===== src/rtl/ws2812b_rx_decoder.sv =====
// WS2812B receive decoder: pulse-width bit slicer, 24-bit packer, frame gap detect.
// Optional daisy-chain forwarding is built when WS2812B_RX_FWD_EN is defined.
module ws2812b_rx_decoder #(
    parameter int BIT_THRESH = 120,
    parameter int MIN_HIGH   = 20,
    parameter int MAX_HIGH   = 240,
    parameter int RESET_LOW  = 10000,
    parameter int MAX_PIXELS = 123
) (
    input  logic        clk_200,
    input  logic        restn,
    input  logic        ws_in,
    output logic [23:0] RGB_data,
    output logic        RGB_valid,
    output logic        frame_end,
    output logic [7:0]  frame_pixels,
    output logic        err,
    output logic        ws_out
);

    typedef enum logic [1:0] {
        SYNC,
        IDLE,
        LOW,
        HIGH
    } state_t;

    localparam logic [13:0] HTH = 14'(BIT_THRESH);
    localparam logic [13:0] HMN = 14'(MIN_HIGH);
    localparam logic [13:0] HMX = 14'(MAX_HIGH - 1);
    localparam logic [13:0] LRS = 14'(RESET_LOW - 1);
    localparam logic [7:0]  PMX = 8'(MAX_PIXELS);

    state_t      state;
    logic        s1;
    logic        ws_s;
    logic [13:0] hcnt;
    logic [13:0] lcnt;
    logic [23:0] shreg;
    logic [23:0] word;
    logic [4:0]  bit_cnt;
    logic [7:0]  pix_cnt;
    logic        h_abort;
    logic        h_last;

    function automatic logic [13:0] sat_inc(input logic [13:0] c);
        return (c == 14'h3fff) ? c : c + 14'd1;
    endfunction

    // Bit value and packed word for the pulse that is ending now.
    assign word = {shreg[22:0], (hcnt >= HTH)};

    // Pulse in HIGH is rejected: too long while still high, or too short at its fall.
    assign h_abort = (state == HIGH) &&
                     (ws_s ? (hcnt == HMX) : (hcnt < HMN));

    // Falling edge that completes the 24th bit of a pixel.
    assign h_last = (state == HIGH) && !ws_s && !h_abort &&
                    (bit_cnt == 5'd23);

    // Two-flop synchroniser for the asynchronous serial line.
    always_ff @(posedge clk_200) begin
        if (!restn) begin
            s1   <= 1'b0;
            ws_s <= 1'b0;
        end else begin
            s1   <= ws_in;
            ws_s <= s1;
        end
    end

    // Decode FSM: pulse measurement, bit packing, frame gap and error strobes.
    always_ff @(posedge clk_200) begin
        if (!restn) begin
            state        <= SYNC;
            hcnt         <= '0;
            lcnt         <= '0;
            shreg        <= '0;
            bit_cnt      <= '0;
            pix_cnt      <= '0;
            RGB_data     <= '0;
            RGB_valid    <= 1'b0;
            frame_end    <= 1'b0;
            frame_pixels <= '0;
            err          <= 1'b0;
        end else begin
            RGB_valid <= 1'b0;
            frame_end <= 1'b0;
            err       <= 1'b0;
            unique case (state)
                SYNC: begin
                    if (ws_s) begin
                        lcnt <= '0;
                    end else if (lcnt == LRS) begin
                        state <= IDLE;
                    end else begin
                        lcnt <= sat_inc(lcnt);
                    end
                end
                IDLE: begin
                    if (ws_s) begin
                        state <= HIGH;
                        hcnt  <= 14'd1;
                    end
                end
                LOW: begin
                    if (ws_s) begin
                        state <= HIGH;
                        hcnt  <= 14'd1;
                    end else if (lcnt == LRS) begin
                        frame_end    <= 1'b1;
                        frame_pixels <= pix_cnt;
                        err          <= (bit_cnt != 5'd0);
                        bit_cnt      <= '0;
                        pix_cnt      <= '0;
                        state        <= IDLE;
                    end else begin
                        lcnt <= sat_inc(lcnt);
                    end
                end
                HIGH: begin
                    if (h_abort) begin
                        err     <= 1'b1;
                        state   <= SYNC;
                        lcnt    <= '0;
                        bit_cnt <= '0;
                        pix_cnt <= '0;
                    end else if (ws_s) begin
                        hcnt <= sat_inc(hcnt);
                    end else begin
                        shreg <= word;
                        lcnt  <= '0;
                        state <= LOW;
                        if (bit_cnt == 5'd23) begin
                            bit_cnt <= '0;
                            if (pix_cnt < PMX) begin
                                RGB_data  <= word;
                                RGB_valid <= 1'b1;
                                pix_cnt   <= pix_cnt + 8'd1;
                            end else begin
                                err <= 1'b1;
                            end
                        end else begin
                            bit_cnt <= bit_cnt + 5'd1;
                        end
                    end
                end
            endcase
        end
    end

`ifdef WS2812B_RX_FWD_EN
    logic first_pix;

    // Marks the first pixel of a frame, which is consumed here and not forwarded.
    always_ff @(posedge clk_200) begin
        if (!restn) begin
            first_pix <= 1'b0;
        end else if (state == IDLE && ws_s) begin
            first_pix <= 1'b1;
        end else if (h_abort || h_last) begin
            first_pix <= 1'b0;
        end
    end

    // IDLE is masked too so the rising edge that starts pixel one never leaks.
    assign ws_out = ws_s & ~(first_pix | (state == IDLE));
`else
    assign ws_out = 1'b0;
`endif

endmodule


===== config.mk =====
export PLATFORM = sky130hd
export DESIGN_NAME = ws2812b_rx_decoder
export DESIGN_NICKNAME = d
export VERILOG_FILES = /design/src/rtl/ws2812b_rx_decoder.sv
export SDC_FILE = /design/constraint.sdc
export NUM_CORES = 1
export LEC_CHECK = 0
export BUFFER_PORTS_ARGS = -buffer_cell sky130_fd_sc_hd__buf_2
export CAP_MARGIN = 20
export CORE_MARGIN = 3
export CORE_UTILIZATION = 29
export CTS_CLUSTER_DIAMETER = 80
export DETAILED_ROUTE_END_ITERATION = 8
export RECOVER_POWER = 50
export SLEW_MARGIN = 20
export SYNTH_ARGS = -nofsm -noshare
export SYNTH_HDL_FRONTEND = slang
export SYNTH_SLANG_ARGS = --single-unit

===== constraint.sdc =====
create_clock -name clk_200 -period 4.74 [get_ports clk_200]
set_input_delay 0.237 -clock clk_200 [delete_from_list [all_inputs] [get_ports clk_200]]
set_output_delay 0.237 -clock clk_200 [all_outputs]
set_load 0.03 [all_outputs]

-- Yosys cells after proc, flatten, opt, wreduce, memory -nomap -nowiden
Index checks and enable logic that the tools add are counted.
Widths: inputs -> output; s select.
- logic and storage cells: 104
- bits of input ports: 3
- output and inout port bits: 36
- flip-flop bits (word level): 103
- $add $sub $neg: 4
- multiplexer cells: 42
- equal/unequal tests: 19
- bitwise gates (word level): 6
- reduce and logical (&&, ||, !) cells: 17
- $lt $le $gt $ge: 3
- operator list (cell ; count):
    $mux 14 ; 10
    $mux 8 ; 6
    $eq 14x14->1 const B ; 3
    $pmux 14 s3 ; 1
    $add 14x1->14 const B ; 2
    $pmux 14 s2 ; 1
    $mux 5 ; 5
    $pmux 8 s2 ; 1
    $eq 14x8->1 const B ; 1
    $ge 14x7->1 const B ; 1
    $lt 14x5->1 const B ; 1
    $ne 2x2->1 const B ; 7
    $mux 2 ; 6
    $reduce_and 3->1 ; 4
    $pmux 5 s2 ; 1
    $reduce_and 5->1 ; 2
    $mux 1 ; 9
    $add 8x1->8 const B ; 1
    $lt 8x7->1 const B ; 1
    $pmux 2 s4 ; 1
    $ne 3x2->1 const B ; 2
    $not 1->1 ; 6
    $reduce_and 6->1 ; 1
    $add 5x1->5 const B ; 1
    other kinds (15) ; 17

-- Longest topological paths before layout
Gate-level depths: netlist of run 1.
- word-level depth: 6
- mapped depth: 10
- mapped depth without buffers: 8

-- Least setup slack after synthesis of run 1
Ideal clock, no wire load.
- path kind: reg2reg
- start point: reg lcnt[6]
- end point: reg bit_cnt[3]
- data required time: 4.670 ns
- period minus slack after synthesis: 2.260 ns
- library setup time: 0.070 ns
- setup slack: 2.480 ns
- path buffers: 0
- arrival time: 2.190 ns
- cell stages (with the launch flop): 7
- cells stage by stage: dfxtp_1 > or4b_4 > nor4_4 > o2bb2ai_2 > or3_4 > or4_1 > a21oi_1
- longest elaborated chain between the ends: 3
- ends and longest elaborated chain (element ; line ; source):
    start: declaration ; 38 ; logic [13:0] lcnt;
    start signal: assignment ; 97 ; lcnt <= sat_inc(lcnt);
    start signal: assignment ; 118 ; lcnt <= sat_inc(lcnt);
    $eq 14x14->1 ; 110 ; end else if (lcnt == LRS) begin
    $ne 2x2->1 (no line) ; -- ;
    $reduce_and 4->1 (no line) ; -- ;
    end signal: assignment ; 144 ; bit_cnt <= bit_cnt + 5'd1;
    end: declaration ; 41 ; logic [4:0] bit_cnt;
No other way between the ends.
A chain may end at the register's enable or synchronous reset.

-- Worst setup path in the final report of run 1
- start point: reg hcnt[8]
- end point: reg lcnt[7]
- longest elaborated chain between the ends: 5
- elaborated cells on any way between the ends: 8
- those cells by class: order compare: 1; eq/ne: 2; mux: 3; reduce/logical: 2
- ends and longest elaborated chain (element ; line ; source):
    start: declaration ; 37 ; logic [13:0] hcnt;
    start signal: assignment ; 129 ; hcnt <= sat_inc(hcnt);
    $lt 14x5->1 / $eq 14x8->1 (equally long branches) ; 55 ; (ws_s ? (hcnt == HMX) : (hcnt < HMN));
    $mux 1 (*) ; 55 ;
    $logic_and 1x1->1 (*) ; 54 ; assign h_abort = (state == HIGH) &&
    $ne 3x3->1 (no line) / $mux 14 (equally long branches) ; -- ;
    $reduce_and 3->1 (no line) / $pmux 14 s3 (equally long branches) ; -- ;
Mark *: on every way between the ends. The rest lies on a longest branch, timed or not.

==> run_summary.xml, run 1 <==
<?xml version="1.0" encoding="UTF-8"?>
<metrics>
  <group name="run_status">
    <metric name="run_status" unit="">finished clean</metric>
  </group>
  <group name="pwr">
    <metric name="vdd_ir_drop_max" unit="mV">0.1822</metric>
    <metric name="power.density" unit="mW/mm2">340.9</metric>
    <metric name="post-layout-total-power" unit="mW">1.750</metric>
    <metric name="power.static_leakage" unit="nW">1.885</metric>
  </group>
  <group name="cts">
    <metric name="clockBufferDepth" unit="">2</metric>
    <metric name="cts_resized" unit="">0</metric>
    <metric name="cts_tree" unit="">done</metric>
    <metric name="clock_sinks" unit="">103</metric>
    <metric name="clock_root_buffer" unit="">clkbuf_16</metric>
    <metric name="cts_buffers" unit="">9</metric>
    <metric name="htree_num_levels" unit="">3</metric>
    <metric name="hold_fix_buffer_count_after_cts" unit="">0</metric>
    <metric name="cts_setup_buffers" unit="">0</metric>
    <metric name="clk_transition_reported_paths" unit="ns">0.07</metric>
    <metric name="worst_skew_pair.late_latency" unit="ns">0.35</metric>
  </group>
  <group name="synth">
    <metric name="postSynthCellCount" unit="">532</metric>
    <metric name="synth_top_area_cell" unit="">dfxtp_1</metric>
    <metric name="synth_largest_type_area_fraction" unit="">0.4582</metric>
    <metric name="synth_edf_count" unit="">0</metric>
    <metric name="ys_ff_latch" unit="">103</metric>
    <metric name="syn_area" unit="mm2">0.004501</metric>
    <metric name="ys_top_cells_by_area" unit="">dfxtp_1 46%, nand2_1 7.2%, nor2_1 6.1%</metric>
    <metric name="synth-seq-area-share" unit="">0.4582</metric>
    <metric name="post_synth.cell_area_avg" unit="um2">8.460</metric>
    <metric name="synthFlopType" unit="">dfxtp_1</metric>
    <metric name="synth.distinct_cells" unit="">52</metric>
    <metric name="synthesis.yosys.warnings" unit="">0</metric>
    <metric name="share_of_async_settable_or_async_resettable_flops_after_synthesis" unit="">0</metric>
    <metric name="synth_nets" unit="">546</metric>
  </group>
  <group name="timing">
    <metric name="final_setup_fails" unit="">0</metric>
    <metric name="timing.final.crit_period" unit="ns">2.950</metric>
    <metric name="timing.setup.tns" unit="ns">0</metric>
    <metric name="fmax" unit="MHz">339.0</metric>
    <metric name="timing_worst_slew_pin_value" unit="ns">1.067</metric>
    <metric name="count_of_final_max_slew_check_failures" unit="">0</metric>
    <metric name="worst_clock_skew" unit="ns">0.005496</metric>
    <metric name="hold_viol_final" unit="">0</metric>
    <metric name="timing.final.crit_share" unit="">0.6224</metric>
    <metric name="unrepaired_setup_endpoints_after_global_routing" unit="">false</metric>
    <metric name="timing.max_slew.rel_slack" unit="">0.2871</metric>
    <metric name="post-route-worst-setup-slack" unit="ns">1.790</metric>
  </group>
  <group name="setup_path">
    <metric name="end_kind" unit="">flip-flop</metric>
    <metric name="ordered_list_of_cells_on_the_worst_path" unit="">nor4_1, nand4_1, a21boi_1, nand2_1, or4_1, a21oi_1</metric>
    <metric name="worst_ep_arrival_time" unit="ns">3.23</metric>
    <metric name="critical_path.max_fanout" unit="">14</metric>
    <metric name="cpPeakStageDelay" unit="ns">0.85</metric>
    <metric name="crit_slowest_cell" unit="">a21boi_1</metric>
    <metric name="setup.worst_path.start_class" unit="">flip-flop</metric>
    <metric name="critPathRequiredTime" unit="ns">5.02</metric>
    <metric name="worstSetupPathType" unit="">flip-flop to flip-flop</metric>
  </group>
  <group name="worst_hold_path">
    <metric name="class_of_the_tightest_hold_or_removal_check" unit="">input pin to flip-flop</metric>
  </group>
  <group name="grt">
    <metric name="grt-busiest-layer" unit="">met2</metric>
    <metric name="use_met1" unit="">0.1515</metric>
    <metric name="grt.met3_usage" unit="">0.03455</metric>
    <metric name="antenna_violations_before_repair" unit="">0</metric>
    <metric name="vias_in_the_first_global_route" unit="">3519</metric>
    <metric name="globalRoute.totalOverflow" unit="">0</metric>
    <metric name="largest_net_degree_at_the_start_of_global_routing" unit="">59</metric>
    <metric name="gr-usage-all-layers" unit="">0.1183</metric>
    <metric name="use_met2" unit="">0.1894</metric>
    <metric name="grt_pass1_wl" unit="um">16440</metric>
  </group>
  <group name="cells_and_area">
    <metric name="area_delta_synth_final" unit="%">14.09</metric>
    <metric name="layout-drive-gt1-share" unit="">0.04973</metric>
    <metric name="antenna_cells_inserted" unit="">0</metric>
    <metric name="layout_common_cells" unit="">103 x dfxtp_1, 86 x nand2_1, 73 x nor2_1, 45 x a21oi_1, 37 x clkbuf_1</metric>
    <metric name="mostFrequentLayoutCell" unit="">dfxtp_1</metric>
    <metric name="num-nets-final" unit="">572</metric>
  </group>
  <group name="routing">
    <metric name="route.detailed.wl_per_inst" unit="um">13.01</metric>
    <metric name="drt_pass1_iterations" unit="">5</metric>
    <metric name="first_iter_violations" unit="">239</metric>
    <metric name="avgViaCountPerCell" unit="">5.017</metric>
    <metric name="route.final.wire_length" unit="um">9717</metric>
    <metric name="drt_drc_violations_left" unit="">0</metric>
    <metric name="num_vias" unit="">3748</metric>
    <metric name="antenna_left" unit="">0</metric>
  </group>
  <group name="floorplanning">
    <metric name="die_y" unit="um">130.6</metric>
    <metric name="starting_utilization_of_the_core_area" unit="">0.3028</metric>
    <metric name="die_x" unit="um">130.6</metric>
    <metric name="die-area" unit="mm2">0.01705</metric>
    <metric name="io_pins" unit="">39</metric>
    <metric name="coreArea" unit="mm2">0.01486</metric>
    <metric name="row_count" unit="">44</metric>
  </group>
  <group name="place">
    <metric name="routabilityCongestion" unit="">0.9118</metric>
    <metric name="dp_worst_setup_slack" unit="ns">1.822</metric>
    <metric name="hpwlAfterDp" unit="um">6604</metric>
    <metric name="io_buffer_count" unit="">37</metric>
  </group>
  <group name="run">
    <metric name="cap_viol_max_count" unit="">0</metric>
  </group>
</metrics>
## path summary, 6_finish.rpt
kind	start	end	slack (ns)	cells past startpoint
setup / recovery	hcnt[8]$_SDFFE_PN0P_	lcnt[7]$_SDFFE_PN0P_	1.79	6
hold / removal	ws_in	s1$_SDFF_PN0_	0.12	2
setup reg to reg	hcnt[8]$_SDFFE_PN0P_	lcnt[7]$_SDFFE_PN0P_	1.79	6
hold reg to reg	s1$_SDFF_PN0_	ws_s$_SDFF_PN0_	0.44	1
## metal layers
| layer | up-vias | part of all wire |
|---|---|---|
| met3 | 16 | 0.046 |
| met4 | 0 | 0.017 |
| li1 | 1887 | - |
| met1 | 1750 | 0.47 |
| met2 | 95 | 0.47 |
| met5 | - | 0 |
## synth_stat cells (all sizes together), types with 2 or more instances
master and count:
dfxtp 103, nand2 86, nor2 73, a21oi 45, mux2i 24, clkbuf 21
o21ai 16, nand3 15, inv 12, ha 11, nor4 11, xnor2 11
xor2 11, nand4 10, nor3 9, buf 6, and2 5, and3 5
a22oi 4, nand3b 4, nor4b 4, o211ai 4, or3 4, nand4b 3
o21bai 3, a31oi 2, a41oi 2, and4 2, and4b 2, nand2b 2
nor3b 2, o31ai 2, or4 2, or4b 2
## worst max-delay path: cells and delay by family (launching register included)
kind / cells / cell delay, ns
DFF: 1 / 0.38
and+or+nand+nor: 4 / 1.50
AOI/OAI and AO/OA: 2 / 1.00
## through the flow
step | instances | area, um2 | hold WS, ns | utilization
4_1_cts | 747 | 5187 | 0.1091 | 0.3490
3_5_place_dp | 731 | 4843 | 0.4261 | 0.3258
3_3_place_gp | 731 | 4843 | 0.4176 | 0.3258
5_1_grt | 747 | 5135 | 0.1132 | 0.3455
6_report | 747 | 5135 | 0.1155 | 0.3455
2_1_floorplan | 532 | 4501 | 0.3643 | -
## registers in the layout (all words and copies together), names as in the netlist
| name | flops |
|---|---|
| RGB_valid | 1 |
| frame_pixels | 8 |
| ws_s | 1 |
| bit_cnt | 5 |
| lcnt | 14 |
| frame_end | 1 |
| shreg | 23 |
| err | 1 |
| state | 2 |
| hcnt | 14 |
| s1 | 1 |
| RGB_data | 24 |
| pix_cnt | 8 |
## cell families after synthesis
| group | count (synthesis) | synth area share |
|---|---|---|
| AO/OA/AOI/OAI | 90 | 0.1209 |
| XOR/XNOR | 22 | 0.04281 |
| adder cells (fa/ha/maj) | 11 | 0.03058 |
| buffers and inverters | 39 | 0.03531 |
| flip-flops | 103 | 0.4582 |
| multiplexers | 24 | 0.05338 |
| other | 1 | 0.0008332 |
| AND/OR/NAND/NOR | 242 | 0.2580 |
## where the power goes
part           internal, mW  switching, mW  leakage, nW
registers             0.868        0.00290        0.830
clock network         0.520          0.333        0.164
logic               0.00613         0.0203        0.891
## layout make-up
type	instances	area (um2)
clock buffer	10	229.0
clock inverter	6	115.1
fill	1533	9729
tap	184	230.2
inverter	12	45.04
sequential	103	2062
timing repair buffer	42	177.7
multi-input combinational	390	2276
(Power assumes the default switching activity.)
==> run 2, diff against run 1 <==
clock period = 2.43 ns   (was 4.74 ns; I/O delays follow)
==> run 2 against run 1 <==
Effect of this change:
- via count up 1.7%
- sequential power rose by 95%
- clock power rose by 89%
- final cell count up 2.9%
- power increased by 92%
- sequential share of layout area shrank 1.4 points
- largest cell class unchanged
==> run_summary.xml, run 2 (synthesis results as in run 1) <==
<?xml version="1.0" encoding="UTF-8"?>
<metrics>
  <group name="run_status">
    <metric name="run_status" unit="">finished clean</metric>
  </group>
  <group name="setup_path">
    <metric name="timing.critical_path.to" unit="">bit_cnt[3]$_SDFFE_PN0P_</metric>
    <metric name="critical_path.max_fanout" unit="">6</metric>
    <metric name="crit_start" unit="">lcnt[4]$_SDFFE_PN0P_</metric>
    <metric name="end_kind" unit="">flip-flop</metric>
    <metric name="cpPeakStageDelay" unit="ns">0.55</metric>
    <metric name="worst_ep_arrival_time" unit="ns">2.60</metric>
    <metric name="ordered_list_of_cells_on_the_worst_path" unit="">or4b_4, nor4_4, o2bb2ai_2, or3_4, or4_4, a21oi_2</metric>
    <metric name="reg_to_reg_critical_path_endpoint" unit="">bit_cnt[3]$_SDFFE_PN0P_</metric>
    <metric name="critPathRequiredTime" unit="ns">2.71</metric>
    <metric name="worst-r2r-setup-slack" unit="ns">0.11</metric>
    <metric name="setup.worst_path.start_class" unit="">flip-flop</metric>
    <metric name="worstSetupPathType" unit="">flip-flop to flip-flop</metric>
    <metric name="reg2reg_depth" unit="">6</metric>
    <metric name="crit_slowest_cell" unit="">or4b_4</metric>
    <metric name="timing.rr.start" unit="">lcnt[4]$_SDFFE_PN0P_</metric>
  </group>
  <group name="place">
    <metric name="routabilityCongestion" unit="">0.8616</metric>
    <metric name="io_buffer_count" unit="">37</metric>
    <metric name="placement.cell_area" unit="mm2">0.005026</metric>
    <metric name="hpwlAfterDp" unit="um">7064</metric>
  </group>
  <group name="cts">
    <metric name="clock_sinks" unit="">103</metric>
    <metric name="clk_transition_reported_paths" unit="ns">0.07</metric>
    <metric name="worst_skew_pair.late_latency" unit="ns">0.35</metric>
    <metric name="cts_buffers" unit="">9</metric>
    <metric name="cts_setup_buffers" unit="">0</metric>
    <metric name="cts_tree" unit="">done</metric>
    <metric name="htree_num_levels" unit="">3</metric>
    <metric name="clockBufferDepth" unit="">2</metric>
    <metric name="clock_root_buffer" unit="">clkbuf_16</metric>
  </group>
  <group name="floorplanning">
    <metric name="die-area" unit="mm2">0.01705</metric>
    <metric name="io_pins" unit="">39</metric>
    <metric name="die_y" unit="um">130.6</metric>
    <metric name="starting_utilization_of_the_core_area" unit="">0.3028</metric>
    <metric name="coreArea" unit="mm2">0.01486</metric>
    <metric name="die_x" unit="um">130.6</metric>
    <metric name="row_count" unit="">44</metric>
  </group>
  <group name="cells_and_area">
    <metric name="antenna_cells_inserted" unit="">0</metric>
    <metric name="regMostFlops" unit="">RGB_data</metric>
    <metric name="biggestRegsByFlops" unit="">RGB_data: 24 flops, shreg: 23 flops</metric>
    <metric name="layout_common_cells" unit="">102 x dfxtp_1, 86 x nand2_1, 73 x nor2_1, 44 x a21oi_1, 37 x clkbuf_1</metric>
    <metric name="num-nets-final" unit="">594</metric>
    <metric name="mostFrequentLayoutCell" unit="">dfxtp_1</metric>
    <metric name="largest_register_ff_count" unit="">24</metric>
    <metric name="final_design_area_no_fill" unit="mm2">0.005329</metric>
    <metric name="layout-drive-gt1-share" unit="">0.09402</metric>
    <metric name="area_delta_synth_final" unit="%">18.40</metric>
  </group>
  <group name="timing">
    <metric name="final_setup_fails" unit="">0</metric>
    <metric name="timing.max_slew.rel_slack" unit="">0.5928</metric>
    <metric name="timing.final.crit_period" unit="ns">2.323</metric>
    <metric name="hold_viol_final" unit="">0</metric>
    <metric name="unrepaired_setup_endpoints_after_global_routing" unit="">true</metric>
    <metric name="count_of_final_max_slew_check_failures" unit="">0</metric>
    <metric name="timing_worst_slew_pin_value" unit="ns">0.6103</metric>
    <metric name="timing.setup.tns" unit="ns">0</metric>
    <metric name="timing.final.crit_share" unit="">0.9559</metric>
    <metric name="fmax" unit="MHz">430.5</metric>
    <metric name="worst_clock_skew" unit="ns">0.009583</metric>
  </group>
  <group name="routing">
    <metric name="route.final.wire_length" unit="um">9944</metric>
    <metric name="antenna_left" unit="">0</metric>
    <metric name="first_iter_violations" unit="">197</metric>
    <metric name="drt_drc_violations_left" unit="">0</metric>
    <metric name="drt_pass1_iterations" unit="">4</metric>
    <metric name="avgViaCountPerCell" unit="">4.958</metric>
    <metric name="route.detailed.wl_per_inst" unit="um">12.93</metric>
    <metric name="num_vias" unit="">3813</metric>
  </group>
  <group name="grt">
    <metric name="globalRoute.totalOverflow" unit="">0</metric>
    <metric name="largest_net_degree_at_the_start_of_global_routing" unit="">52</metric>
    <metric name="gr-usage-all-layers" unit="">0.1223</metric>
    <metric name="grt_pass1_wl" unit="um">17140</metric>
    <metric name="vias_in_the_first_global_route" unit="">3678</metric>
    <metric name="antenna_violations_before_repair" unit="">0</metric>
  </group>
  <group name="pwr">
    <metric name="switching_power" unit="uW">708.3</metric>
    <metric name="power.sequential.fraction" unit="">0.504</metric>
    <metric name="power.static_leakage" unit="nW">2.002</metric>
    <metric name="p_sw_frac" unit="">0.2104</metric>
    <metric name="vdd_ir_drop_max" unit="mV">0.3650</metric>
    <metric name="post-layout-total-power" unit="mW">3.367</metric>
    <metric name="comb_power_share" unit="">0.018</metric>
    <metric name="power.internal" unit="mW">2.658</metric>
    <metric name="power.density" unit="mW/mm2">631.8</metric>
    <metric name="clkPwrFrac" unit="">0.478</metric>
  </group>
  <group name="worst_hold_path">
    <metric name="class_of_the_tightest_hold_or_removal_check" unit="">input pin to flip-flop</metric>
  </group>
  <group name="run">
    <metric name="cap_viol_max_count" unit="">0</metric>
  </group>
</metrics>
[run 2: per-layer routing]
metal  part of all wire  vias up  GRT usage
li1                   -     1933          -
met1               0.48     1797     0.1576
met2               0.47       67     0.1996
met3              0.030       16    0.02724
met4              0.019        0    0.04779
met5                  0        -          0
[run 2: power by group through the flow]
stage	clock network, mW	registers (mW)	logic [mW]
floorplan	0	1.73	0.0417
global placement	0	1.74	0.0578
detailed placement	0	1.74	0.0601
CTS	1.66	1.70	0.0617
global route	1.73	1.70	0.0678
finish	1.61	1.70	0.0609
[run 2: through the flow]
step                cells  utilization  hold WS, ns  worst slack, ns
floorplan             532            -       0.2488           0.1699
global placement      752       0.3381       0.3517           0.1471
detailed placement    752       0.3381       0.3536           0.1049
CTS                   769       0.3614       0.1463          0.08604
global route          769       0.3585       0.1572         -0.01312
finish                769       0.3585       0.1611           0.1073
[run 2: timing repair]
action,in CTS,in global routing
setup endpoints to repair,0,3
gates resized for setup,0,6
hold buffers,1,0
endpoints found under the hold margin,1,0
[run 2: worst min path at each step]
| stage | depth (start not counted) | start | to | slack (ns) |
|---|---|---|---|---|
| after detailed placement | 2 | ws_in | s1$_SDFF_PN0_ | 0.35 |
| after global placement | 2 | ws_in | s1$_SDFF_PN0_ | 0.35 |
| after global routing | 2 | restn | pix_cnt[3]$_SDFFE_PN0P_ | 0.16 |
| final | 2 | restn | pix_cnt[3]$_SDFFE_PN0P_ | 0.16 |
| after floorplan | 1 | ws_in | s1$_SDFF_PN0_ | 0.25 |
| after CTS | 2 | restn | pix_cnt[3]$_SDFFE_PN0P_ | 0.15 |
[run 2: worst max-delay path, delay by kind of cell (launching register included)]
kind             cells  cell delay [ns]
AO/OA/AOI/OAI        2             0.24
flip-flops           1             0.37
AND/OR/NAND/NOR      4             1.65
[run 2: area by class of cell]
class                           count  area [um2]
Clock buffer                       10       239.0
Clock inverter                      6       97.59
Fill cell                        1557        9535
Inverter                           12       45.04
Multi-Input combinational cell    390        2296
Sequential cell                   103        2066
Tap cell                          184       230.2
Timing Repair Buffer               64       355.3
==> run 3, diff against run 2 <==
CTS_BUF_LIST = sky130_fd_sc_hd__clkbuf_2   (was unset)
==> run 3 against run 2 <==
Effect of this change:
- final cell count rose by 0.65%
- worst hold slack improved by 0.26 ns
- largest cell class unchanged
- utilization is 0.82 points lower
- combinational power grew 3.9%
- critical path depth unchanged
- critical path type unchanged
==> run_summary.xml, run 3 (synthesis results as in run 1) <==
<?xml version="1.0" encoding="UTF-8"?>
<metrics>
  <group name="run">
    <metric name="cap_viol_max_count" unit="">0</metric>
  </group>
  <group name="run_status">
    <metric name="run_status" unit="">finished clean</metric>
  </group>
  <group name="grt">
    <metric name="largest_net_degree_at_the_start_of_global_routing" unit="">52</metric>
    <metric name="globalRoute.totalOverflow" unit="">0</metric>
    <metric name="antenna_violations_before_repair" unit="">0</metric>
    <metric name="grt_pass1_wl" unit="um">17060</metric>
    <metric name="gr-usage-all-layers" unit="">0.1214</metric>
    <metric name="vias_in_the_first_global_route" unit="">3672</metric>
  </group>
  <group name="timing">
    <metric name="timing.final.crit_share" unit="">0.9556</metric>
    <metric name="timing_worst_slew_pin_value" unit="ns">0.6280</metric>
    <metric name="timing.max_slew.rel_slack" unit="">0.5811</metric>
    <metric name="count_of_final_max_slew_check_failures" unit="">0</metric>
    <metric name="final_setup_fails" unit="">0</metric>
    <metric name="fmax" unit="MHz">430.6</metric>
    <metric name="final.hold.worst_slack" unit="ns">0.4213</metric>
    <metric name="hold_viol_final" unit="">0</metric>
    <metric name="timing.setup.tns" unit="ns">0</metric>
    <metric name="worst_clock_skew" unit="ns">0.02763</metric>
    <metric name="unrepaired_setup_endpoints_after_global_routing" unit="">true</metric>
    <metric name="timing.final.crit_period" unit="ns">2.322</metric>
  </group>
  <group name="cells_and_area">
    <metric name="layout-drive-gt1-share" unit="">0.1051</metric>
    <metric name="area_delta_synth_final" unit="%">15.71</metric>
    <metric name="mostFrequentLayoutCell" unit="">dfxtp_1</metric>
    <metric name="layout_common_cells" unit="">99 x dfxtp_1, 86 x nand2_1, 73 x nor2_1, 44 x a21oi_1, 36 x clkbuf_1</metric>
    <metric name="antenna_cells_inserted" unit="">0</metric>
    <metric name="biggestRegsByFlops" unit="">RGB_data: 24 flops, shreg: 23 flops</metric>
    <metric name="largest_register_ff_count" unit="">24</metric>
    <metric name="num-nets-final" unit="">599</metric>
    <metric name="regMostFlops" unit="">RGB_data</metric>
  </group>
  <group name="routing">
    <metric name="num_vias" unit="">3830</metric>
    <metric name="antenna_left" unit="">0</metric>
    <metric name="route.final.wire_length" unit="um">9964</metric>
    <metric name="first_iter_violations" unit="">192</metric>
    <metric name="route.detailed.wl_per_inst" unit="um">12.87</metric>
    <metric name="drt_pass1_iterations" unit="">4</metric>
    <metric name="avgViaCountPerCell" unit="">4.948</metric>
    <metric name="drt_drc_violations_left" unit="">0</metric>
  </group>
  <group name="floorplanning">
    <metric name="starting_utilization_of_the_core_area" unit="">0.3028</metric>
    <metric name="io_pins" unit="">39</metric>
    <metric name="die_y" unit="um">130.6</metric>
    <metric name="coreArea" unit="mm2">0.01486</metric>
    <metric name="row_count" unit="">44</metric>
    <metric name="die-area" unit="mm2">0.01705</metric>
    <metric name="die_x" unit="um">130.6</metric>
  </group>
  <group name="place">
    <metric name="hpwlAfterDp" unit="um">7064</metric>
    <metric name="routabilityCongestion" unit="">0.8616</metric>
    <metric name="io_buffer_count" unit="">37</metric>
  </group>
  <group name="cts">
    <metric name="worst_skew_pair.late_latency" unit="ns">0.60</metric>
    <metric name="clockBufferDepth" unit="">2</metric>
    <metric name="htree_num_levels" unit="">3</metric>
    <metric name="clk_transition_reported_paths" unit="ns">0.28</metric>
    <metric name="clock_root_buffer" unit="">clkbuf_2</metric>
    <metric name="clock_sinks" unit="">103</metric>
    <metric name="cts_tree" unit="">done</metric>
    <metric name="cts_buffers" unit="">9</metric>
  </group>
  <group name="setup_path">
    <metric name="critical_path.top_delay_family" unit="">simple AND/OR/NAND/NOR gates</metric>
    <metric name="critical_path.max_fanout" unit="">4</metric>
    <metric name="end_kind" unit="">flip-flop</metric>
    <metric name="ordered_list_of_cells_on_the_worst_path" unit="">or4b_4, nor4_4, o2bb2ai_2, or3_4, or4_4, a21oi_2</metric>
    <metric name="worstSetupPathType" unit="">flip-flop to flip-flop</metric>
    <metric name="worst_ep_arrival_time" unit="ns">2.87</metric>
    <metric name="crit_slowest_cell" unit="">or4b_4</metric>
    <metric name="critPathRequiredTime" unit="ns">2.98</metric>
    <metric name="cpPeakStageDelay" unit="ns">0.55</metric>
    <metric name="setup.worst_path.start_class" unit="">flip-flop</metric>
    <metric name="timing.critical_path.buf_inv" unit="">0</metric>
  </group>
  <group name="pwr">
    <metric name="vdd_ir_drop_max" unit="mV">0.2351</metric>
    <metric name="power.static_leakage" unit="nW">1.960</metric>
    <metric name="post-layout-total-power" unit="mW">2.721</metric>
    <metric name="power.density" unit="mW/mm2">522.6</metric>
  </group>
  <group name="worst_hold_path">
    <metric name="class_of_the_tightest_hold_or_removal_check" unit="">input pin to flip-flop</metric>
  </group>
</metrics>
==> run 3: stage by stage <==
step,instance area [um2],setup WS [ns],utilization,std cells
after floorplan,4501,0.1699,-,532
after global placement,5026,0.1471,0.3381,752
after detailed placement,5026,0.1049,0.3381,752
after CTS,5202,0.03289,0.3500,771
after global routing,5207,-0.04153,0.3503,774
final,5207,0.1078,0.3503,774
==> run 3: cell type report <==
class / instances / area [um2]
timing repair buffer: 69 / 414.1
clock buffer: 9 / 45.04
tap: 184 / 230.2
sequential: 103 / 2072
fill: 1583 / 9657
clock inverter: 7 / 101.3
inverter: 12 / 45.04
multi-input combinational: 390 / 2300
==> run 3: worst paths after layout <==
kind	cells past startpoint	slack, ns	start	end
hold reg to reg	2	0.47	RGB_data[9]$_SDFFE_PN0P_	RGB_data[9]$_SDFFE_PN0P_
setup reg to reg	6	0.11	lcnt[12]$_SDFFE_PN0P_	bit_cnt[3]$_SDFFE_PN0P_
hold / removal	3	0.42	restn	hcnt[0]$_SDFFE_PN0P_
setup / recovery	6	0.11	lcnt[12]$_SDFFE_PN0P_	bit_cnt[3]$_SDFFE_PN0P_
==> run 3: metal layers <==
layer,part of all wire,global-route usage,vias up,wire length (um)
met5,0,0,-,0
li1,-,-,1941,-
met1,0.47,0.1569,1806,4655
met2,0.49,0.2005,71,4855
met4,0.013,0.03751,0,127
met3,0.033,0.02967,12,325
==> run 3: worst reg2reg max path, stage by stage (launching register included) <==
cell and delay (ns):
dfxtp_1 0.39, or4b_4 0.56, nor4_4 0.33, o2bb2ai_2 0.11, or3_4 0.36, or4_4 0.42, a21oi_2 0.13
==> run 3: timing repair <==
item | CTS | global route
setup buffers | 0 | 3
endpoints found under the setup margin | 0 | 3
endpoints found under the hold margin | 12 | 0
gates resized for setup | 0 | 10
hold buffers | 3 | 0
==> run 3: where the power goes <==
group | total (mW) | leakage, nW | switching [mW] | internal [mW]
Combinational | 0.0633 | 1.04 | 0.0433 | 0.0200
Sequential | 1.70 | 0.833 | 0.00499 | 1.70
Clock | 0.953 | 0.0869 | 0.596 | 0.357
Total | 2.72 | 1.96 | 0.645 | 2.08
